--- src/rtl/vga_timing_pkg.sv ---
// VGA timing defaults (640x480@60) and the helper that sums an axis into its total.
package vga_timing_pkg;
  localparam int DEF_H_VISIBLE = 640;
  localparam int DEF_H_FRONT   = 16;
  localparam int DEF_H_SYNC    = 96;
  localparam int DEF_H_BACK    = 48;
  localparam int DEF_V_VISIBLE = 480;
  localparam int DEF_V_FRONT   = 10;
  localparam int DEF_V_SYNC    = 2;
  localparam int DEF_V_BACK    = 33;
  localparam bit DEF_HSYNC_POL = 1'b0;
  localparam bit DEF_VSYNC_POL = 1'b0;
  localparam int DEF_CW        = 10;

  function automatic int axis_total(int vis, int fr, int sy, int bk);
    return vis + fr + sy + bk;
  endfunction

  localparam int DEF_H_TOTAL = axis_total(DEF_H_VISIBLE, DEF_H_FRONT, DEF_H_SYNC, DEF_H_BACK);
  localparam int DEF_V_TOTAL = axis_total(DEF_V_VISIBLE, DEF_V_FRONT, DEF_V_SYNC, DEF_V_BACK);
endpackage

--- src/rtl/vga_axis_counter.sv ---
// One raster axis: wrapping counter plus sync/visible decode taken from the next count,
// so a register fed by these outputs lines up exactly with the counter.
module vga_axis_counter
  import vga_timing_pkg::*;
#(
  parameter int VISIBLE = 640,
  parameter int FRONT   = 16,
  parameter int SYNC    = 96,
  parameter int BACK    = 48,
  parameter bit POL     = 1'b0,
  parameter int CW      = 10
) (
  input  logic          clk,
  input  logic          nrst,
  input  logic          i_step,
  output logic [CW-1:0] o_nxt,
  output logic          o_wrap,
  output logic          o_sync,
  output logic          o_vis
);
  localparam int            TOTAL   = axis_total(VISIBLE, FRONT, SYNC, BACK);
  localparam logic [CW-1:0] LAST    = CW'(TOTAL - 1);
  localparam logic [CW-1:0] SYNC_LO = CW'(VISIBLE + FRONT);
  localparam logic [CW-1:0] SYNC_HI = CW'(VISIBLE + FRONT + SYNC);
  localparam logic [CW-1:0] VIS_END = CW'(VISIBLE);

  logic [CW-1:0] r_cnt;
  logic          w_last;
  logic          w_in_sync;

  assign w_last = (r_cnt == LAST);
  assign o_wrap = i_step && w_last;

  // Wrap by explicit compare; the count never reaches 2^CW.
  always_comb begin
    o_nxt = r_cnt;
    if (i_step) o_nxt = w_last ? '0 : r_cnt + 1'b1;
  end

  assign w_in_sync = (o_nxt >= SYNC_LO) && (o_nxt < SYNC_HI);
  assign o_sync    = w_in_sync ? POL : ~POL;
  assign o_vis     = (o_nxt < VIS_END);

  // Parks on the last count so the first step lands on 0.
  always_ff @(posedge clk or negedge nrst) begin
    if (!nrst) r_cnt <= LAST;
    else       r_cnt <= o_nxt;
  end
endmodule

--- src/rtl/vga_timing_gen.sv ---
// VGA raster timing: horizontal axis stepped by pix_en, vertical axis stepped by the
// horizontal wrap; all outputs registered on the same edge as the counters.
module vga_timing_gen
  import vga_timing_pkg::*;
#(
  parameter int H_VISIBLE = DEF_H_VISIBLE,
  parameter int H_FRONT   = DEF_H_FRONT,
  parameter int H_SYNC    = DEF_H_SYNC,
  parameter int H_BACK    = DEF_H_BACK,
  parameter int V_VISIBLE = DEF_V_VISIBLE,
  parameter int V_FRONT   = DEF_V_FRONT,
  parameter int V_SYNC    = DEF_V_SYNC,
  parameter int V_BACK    = DEF_V_BACK,
  parameter bit HSYNC_POL = DEF_HSYNC_POL,
  parameter bit VSYNC_POL = DEF_VSYNC_POL,
  parameter int CW        = DEF_CW
) (
  input  logic          clk,
  input  logic          nrst,
  input  logic          pix_en,
  output logic          hsync,
  output logic          vsync,
  output logic          active,
  output logic [CW-1:0] x,
  output logic [CW-1:0] y,
  output logic          line_start,
  output logic          frame_start
);
  logic [CW-1:0] w_h_nxt, w_v_nxt;
  logic          w_h_wrap, w_v_wrap;
  logic          w_h_sync, w_v_sync;
  logic          w_h_vis, w_v_vis;

  vga_axis_counter #(
    .VISIBLE(H_VISIBLE), .FRONT(H_FRONT), .SYNC(H_SYNC), .BACK(H_BACK),
    .POL(HSYNC_POL), .CW(CW)
  ) u_h (
    .clk(clk), .nrst(nrst), .i_step(pix_en),
    .o_nxt(w_h_nxt), .o_wrap(w_h_wrap), .o_sync(w_h_sync), .o_vis(w_h_vis)
  );

  vga_axis_counter #(
    .VISIBLE(V_VISIBLE), .FRONT(V_FRONT), .SYNC(V_SYNC), .BACK(V_BACK),
    .POL(VSYNC_POL), .CW(CW)
  ) u_v (
    .clk(clk), .nrst(nrst), .i_step(w_h_wrap),
    .o_nxt(w_v_nxt), .o_wrap(w_v_wrap), .o_sync(w_v_sync), .o_vis(w_v_vis)
  );

  // Levels only move on pix_en so that x/y read 0 (not the parked count) until the first pixel.
  always_ff @(posedge clk or negedge nrst) begin
    if (!nrst) begin
      hsync       <= ~HSYNC_POL;
      vsync       <= ~VSYNC_POL;
      active      <= 1'b0;
      x           <= '0;
      y           <= '0;
      line_start  <= 1'b0;
      frame_start <= 1'b0;
    end else begin
      line_start  <= w_h_wrap;
      frame_start <= w_h_wrap && w_v_wrap;
      if (pix_en) begin
        hsync  <= w_h_sync;
        vsync  <= w_v_sync;
        active <= w_h_vis && w_v_vis;
        x      <= w_h_nxt;
        y      <= w_v_nxt;
      end
    end
  end
endmodule
--- config.mk ---
export PLATFORM = sky130hd
export DESIGN_NAME = vga_timing_gen
export DESIGN_NICKNAME = d
export VERILOG_FILES = /design/src/rtl/vga_timing_pkg.sv /design/src/rtl/vga_axis_counter.sv /design/src/rtl/vga_timing_gen.sv
export SDC_FILE = /design/constraint.sdc
export NUM_CORES = 1
export LEC_CHECK = 0
export ABC_AREA = 1
export CAP_MARGIN = 20
export CORE_ASPECT_RATIO = 0.75
export CORE_MARGIN = 5
export CORE_UTILIZATION = 45
export CTS_BUF_LIST = sky130_fd_sc_hd__clkbuf_8
export DETAILED_ROUTE_END_ITERATION = 6
export GPL_ROUTABILITY_DRIVEN = 0
export PLACE_DENSITY = 0.76
export SLEW_MARGIN = 30
export SYNTH_ARGS = -nofsm -noshare
export SYNTH_HDL_FRONTEND = slang
export SYNTH_SLANG_ARGS = --single-unit
--- constraint.sdc ---
create_clock -name clk -period 2.1 [get_ports clk]
set_input_delay 0.63 -clock clk [delete_from_list [all_inputs] [get_ports clk]]
set_output_delay 0.63 -clock clk [all_outputs]
set_load 0.005 [all_outputs]
==> impl_results.md, run 1 <==
- Status: finished, final reports clean
- Worst Reg2Reg Path Length in Cells: 12
- Count of input and output buffers: 27
- Critical Path Start: vsync$_DFFE_PN1P_
- Die X-Extent: 92.9 µm
- Initial Utilization: 0.468
- Most common cell after layout, fill and taps aside: nand2_1
- Maximum vdd drop: 0.533 mV
- Bufs and invs on worst path: 1
- Drt pass-1 iters: 5
- Comb pwr share: 0.220
- Mapped Area: 2320 µm²
- Die area: 6700 µm²
- F_max: 0.503 GHz
- Post-placement cell count: 399
- DR vias: 2069
- Crit start category: register
- Register area share after synthesis: 0.492
- Critical path capture point type: primary output
- Top cells by area, synth: dfrtp_1 36%, nand2_1 14%, dfstp_2 14%
- CP Depth: 1
- Grt total ovfl: 0
- ANT cells: 0
- Flop pwr share: 0.503
- Placed wire-length estimate: 4.10 mm
- Skew final: 0.00706 ns
- FILL cells: 426
- Iter 0 DRT Violations: 305
- Largest net degree at the start of global routing: 46
- Final WS setup: 0.111 ns
- Layout cells sized above 1: 0.203
- Vias in the first global route: 2036
- DRC viols: 0
- Core ar.: 4950 µm²
- Area share of the largest cell type after synthesis: 0.356
- Final hold vios: 0
- Total number of yosys warnings: 0
- Power per cell area: 726 nW/µm²
- NumNets Final: 354
- Syn_nets: 297
- Post-route clock period utilization: 0.947
- Relative slew margins: 0.622
- Slowest-stage cell, CP: dfstp_2
- Die H: 72.2 µm
- Post-Layout Cell Count: 409
- FF-to-FF End: active$_DFFE_PN0P_
- CP top delay family: flip-flops
- Gr usage total: 0.181
- Worst-path cell chain: clkdlybuf4s50_1
- Number of synthesized flops with an enable pin: 0
- CP max FO: 2
- Post-synthesis area per instance: 7.97 µm²
- Clock sinks: 45
- Clk root buf: clkbuf_8
- Type of the worst min-delay path: input pin to async pin
- Worst-margin pin slew: 0.568 ns
- Arr. time, crit path: 1.36 ns
- # setup viols final: 0
- Static leakage: 1.51 nW
- Max incr delay on CP: 0.55 ns
- Slew Limit Fails: 0
- RR Startpoint: u_h.r_cnt[1]$_DFF_PN1_
- IO Count: 28
- Fin crit period: 1.99 ns
- Worst setup endpoint: vsync
- CTS tree: done
- Routed WL per cell: 13.6 µm
- Leading area contributor after synthesis: dfrtp_1
- Worst skew pair latency: 0.31 ns
- Internal power: 0.00150 W
- Critical path required time: 1.47 ns
- R2R Setup Slk: 0.13 ns
- First-pass GRT wire length: 9.55 mm
- Register bit total from synthesis: 45
- Net switching power: 0.000653 W
- Site Rows: 22
- Synth-to-Final Area Change: 28.2%
- Setup CP Type: register to primary output
- Final WL: 5.55 mm
- Worst-path clk slew: 0.09 ns
- Netlist cell types: 32
- Synthesized netlist cell count: 291
- Sw frac: 0.303
- Pre-CTS setup slack: -0.208 ns
- Clock Power Share: 0.277
- Hold-fix buffers, CTS: 0
- Number of H-tree levels: 2
- Final ANT Viol Nets: 0
- Commonest non-fill, non-tap cells in the layout: 88 x nand2_1, 36 x inv_1, 33 x nor2_1, 33 x dfrtp_1, 30 x buf_4
- MaxCap Viol Count: 0
- Antenna violations before repair: 0
- Total CTS buffers: 5
- Number of vias per cell: 5.06
- Share of flip-flops with an asynchronous set or reset: 1.00
- Max Root-Sink Buffers: 2
- Primary FF master, synth: dfrtp_1
==> repair_timing <==
action	CTS	global route
buffers inserted	0	2
resized for setup	0	4
endpoints found under the setup margin	0	2
==> layout make-up <==
cell class                 instances  area, µm²  area share
clock buffer                       6       82.6      0.0278
clock inverter                     2       17.5     0.00589
inverter                          38        143      0.0480
multi-input combinational        201       1020       0.344
sequential                        45       1140       0.384
tap                               60       75.1      0.0253
timing repair buffer              57        490       0.165
==> Yosys cell counts, types with 3 or more instances <==
master,instances
a21oi_1,5
nand4_1,6
o21a_1,3
nand2_1,88
dfrtp_1,33
ha_1,3
nand3_1,22
nor3_1,4
clkbuf_1,4
o21ai_0,11
nor2_1,34
xor2_1,4
inv_1,36
dfstp_2,12
nor2_2,3
==> power by group through the flow <==
stage	combinational (W)	sequential, W	clock [W]
final	0.000475	0.00109	0.000597
after global routing	0.000521	0.00110	0.000649
after CTS	0.000473	0.00108	0.000604
after detailed placement	0.000467	0.00110	0
after global placement	0.000458	0.00110	0
after floorplan	0.000207	0.00109	0
==> kinds of logic (layout without fill, tap and decap cells) <==
kind of cell | count (synthesis) | after routing | share of synthesized area
buffers and inverters | 45 | 103 | 0.0766
AO/OA/AOI/OAI | 25 | 25 | 0.0631
flip-flops | 45 | 45 | 0.492
XOR/XNOR | 5 | 5 | 0.0189
adder cells (fa/ha/maj) | 3 | 3 | 0.0162
AND/OR/NAND/NOR | 168 | 168 | 0.333
==> per-stage QoR <==
stage / setup TNS, ns / utilization / power (W) / hold WS, ns / instance area [µm²]
after floorplan: 0 / - / 0.00130 / 0.334 / 2320
after global placement: -0.932 / 0.572 / 0.00156 / 0.463 / 2830
after detailed placement: -1.54 / 0.572 / 0.00157 / 0.471 / 2830
after CTS: 0 / 0.592 / 0.00216 / 0.415 / 2930
after global routing: -0.0201 / 0.600 / 0.00227 / 0.436 / 2970
final: 0 / 0.600 / 0.00216 / 0.380 / 2970
==> worst min path at each step <==
stage	cells after the start	end	from	slack [ns]
2_1_floorplan	0	active$_DFFE_PN0P_	nrst	0.33
3_3_place_gp	1	x[9]$_DFFE_PN0P_	x[9]$_DFFE_PN0P_	0.46
4_1_cts	2	y[2]$_DFFE_PN0P_	nrst	0.42
3_5_place_dp	2	x[2]$_DFFE_PN0P_	x[2]$_DFFE_PN0P_	0.47
6_report	2	x[0]$_DFFE_PN0P_	nrst	0.38
5_1_grt	2	x[1]$_DFFE_PN0P_	nrst	0.44
==> flip-flops by register name (all words and copies together), names as in the netlist <==
name	cells
active	1
frame_start	1
hsync	1
line_start	1
u_h.r_cnt	10
u_v.r_cnt	10
vsync	1
x	10
y	10
==> per-layer routing <==
layer / vias to the layer above / part of all wire / global-route usage
li1: 1034 / - / -
met1: 963 / 0.50 / 0.269
met3: 9 / 0.067 / 0.0497
met2: 63 / 0.42 / 0.258
met4: 0 / 0.0086 / 0.0504
met5: - / 0 / 0
Note: power is estimated with default switching activity, not from simulation.
==> run 2: changes to the inputs <==
--- a/config.mk
+++ b/config.mk
@@ -8,7 +8,7 @@
 export ABC_AREA = 1
 export CAP_MARGIN = 20
 export CORE_ASPECT_RATIO = 0.75
-export CORE_MARGIN = 5
+export CORE_MARGIN = 4
 export CORE_UTILIZATION = 45
 export CTS_BUF_LIST = sky130_fd_sc_hd__clkbuf_8
 export DETAILED_ROUTE_END_ITERATION = 6
==> impl_results.md, run 2 (synthesized netlist as in run 1, its figures left out) <==
- Status: finished, final reports clean
- Number of H-tree levels: 2 (unchanged)
- Iter 0 DRT Violations: 177 (-42%)
- Core ar.: 4930 µm² (-0.56%)
- Bufs and invs on worst path: 1 (unchanged)
- Total Power Consumption: 0.00209 W (-2.9%)
- CP max FO: 2 (unchanged)
- WL met2: 2.19 mm (-6.4%)
- NumNets Final: 354 (unchanged)
- Most common cell after layout, fill and taps aside: nand2_1
- DR vias: 2046 (-1.1%)
- Die area: 6380 µm² (-4.9%)
- Die X-Extent: 90.9 µm (-2.2%)
- Max Root-Sink Buffers: 2 (unchanged)
- Placed wire-length estimate: 3.96 mm (-3.4%)
- IO Count: 28 (unchanged)
- Worst-path cell chain: clkdlybuf4s50_1
- Post-Layout Cell Count: 409 (unchanged)
- Critical path capture point type: primary output
- First-pass GRT wire length: 9.18 mm (-3.8%)
- Static leakage: 1.52 nW (+0.76%)
- Clock sinks: 45 (unchanged)
- Synth-to-Final Area Change: 28.1% (about the same)
- Commonest non-fill, non-tap cells in the layout: 87 x nand2_1, 37 x inv_1, 34 x nor2_1
- Worst-path clk slew: 0.09 ns (about the same)
- Largest net degree at the start of global routing: 29 (-37%)
- Critical path required time: 1.47 ns (about the same)
- Relative slew margins: 0.712 (+0.0909)
- Total CTS buffers: 5 (unchanged)
- Power per cell area: 705 nW/µm² (-2.9%)
- Wl on met1: 2.75 mm (-1.5%)
- Worst-margin pin slew: 0.431 ns (-0.136 ns)
- Initial Utilization: 0.471 (+0.00261)
- Routed WL per cell: 13.2 µm (-2.4%)
- Slowest-stage cell, CP: dfstp_2
- Slew Limit Fails: 0 (unchanged)
- Max incr delay on CP: 0.55 ns (about the same)
- Die H: 70.2 µm (-2.8%)
- Arr. time, crit path: 1.36 ns (about the same)
- Fin crit period: 1.99 ns (+0.000790 ns)
- Final hold vios: 0 (unchanged)
- ANT cells: 0 (unchanged)
- Skew final: 0.0116 ns (+0.00451 ns)
- Layout cells sized above 1: 0.201 (-0.00287)
- Grt total ovfl: 0 (unchanged)
- CTS tree: done
- Type of the worst min-delay path: input pin to async pin
- Post-placement cell count: 399 (unchanged)
- F_max: 0.503 GHz (about the same)
- Post-route clock period utilization: 0.948 (about the same)
- Hold-fix buffers, CTS: 0 (unchanged)
- Worst skew pair latency: 0.31 ns (about the same)
- CP top delay family: flip-flops
- # setup viols final: 0 (unchanged)
- Crit start category: register
- Drt pass-1 iters: 4 (-1)
- Number of vias per cell: 5.00 (-1.1%)
- Antenna violations before repair: 0 (unchanged)
- Site Rows: 22 (unchanged)
- MaxCap Viol Count: 0 (unchanged)
- Count of input and output buffers: 27 (unchanged)
- WL met3: 424 µm (+13%)
- Final ANT Viol Nets: 0 (unchanged)
- Gr usage total: 0.181 (+0.000187)
- Vias in the first global route: 1904 (-6.5%)
- Maximum vdd drop: 0.480 mV (-10%)
- Top Metal Used: met4
- Final WL: 5.42 mm (-2.4%)
- Clk root buf: clkbuf_8
- DRC viols: 0 (unchanged)
- Setup CP Type: register to primary output
[run 2: what timing repair did]
| item | CTS | global route |
|---|---|---|
| buffers inserted | 0 | 2 |
| resized for setup | 0 | 6 |
| hold endpoints to repair | 0 | 0 |
| setup endpoints to repair | 0 | 4 |
[run 2: cell type report]
| cell class | count | area, µm² |
|---|---|---|
| clock inverter | 3 | 17.5 |
| timing repair buffer | 57 | 505 |
| clock buffer | 5 | 68.8 |
| inverter | 38 | 143 |
| tap | 60 | 75.1 |
| sequential | 45 | 1140 |
| multi-input combinational | 201 | 1020 |
| fill | 408 | 1960 |
[run 2: worst register-to-register path, delay by kind of cell (launching register included)]
kind            cells  cell delay [ns]
fa+ha+maj           1             0.19
flops               1             0.56
compound gates      1             0.20
simple gates        8             0.99
[run 2: per-stage QoR]
stage / worst slack, ns / TNS, ns / hold WS (ns) / cell area, µm² / utilization
floorplan: 0.323 / 0 / 0.334 / 2320 / -
global placement: -0.168 / -1.05 / 0.464 / 2850 / 0.578
detailed placement: -0.229 / -1.87 / 0.464 / 2850 / 0.578
CTS: 0.0896 / 0 / 0.269 / 2930 / 0.595
global route: -0.00272 / -0.00272 / 0.279 / 2970 / 0.603
finish: 0.110 / 0 / 0.258 / 2970 / 0.603
[run 2: report_power, final]
part / switching (W) / internal [W]
combinational: 0.000236 / 0.000223
clock: 0.000315 / 0.000233
sequential: 0.0000887 / 0.000998
[run 2: metal layers]
layer  GRT usage  vias up
met5           0        -
met4      0.0452        0
met3      0.0484        4
met2       0.255       79
met1       0.274      934
li1            -     1029
[run 2: worst paths after layout]
| kind | depth (start not counted) | from | slack (ns) | endpoint |
|---|---|---|---|---|
| max | 1 | vsync$_DFFE_PN1P_ | 0.11 | vsync |
| min | 1 | nrst | 0.26 | line_start$_DFF_PN0_ |
| max reg2reg | 10 | u_h.r_cnt[1]$_DFF_PN1_ | 0.11 | vsync$_DFFE_PN1P_ |
| min reg2reg | 2 | x[2]$_DFFE_PN0P_ | 0.49 | x[2]$_DFFE_PN0P_ |
| max in group asynchronous | 2 | nrst | 1.28 | u_h.r_cnt[8]$_DFF_PN1_ |
| min in group clk | 2 | x[2]$_DFFE_PN0P_ | 0.49 | x[2]$_DFFE_PN0P_ |
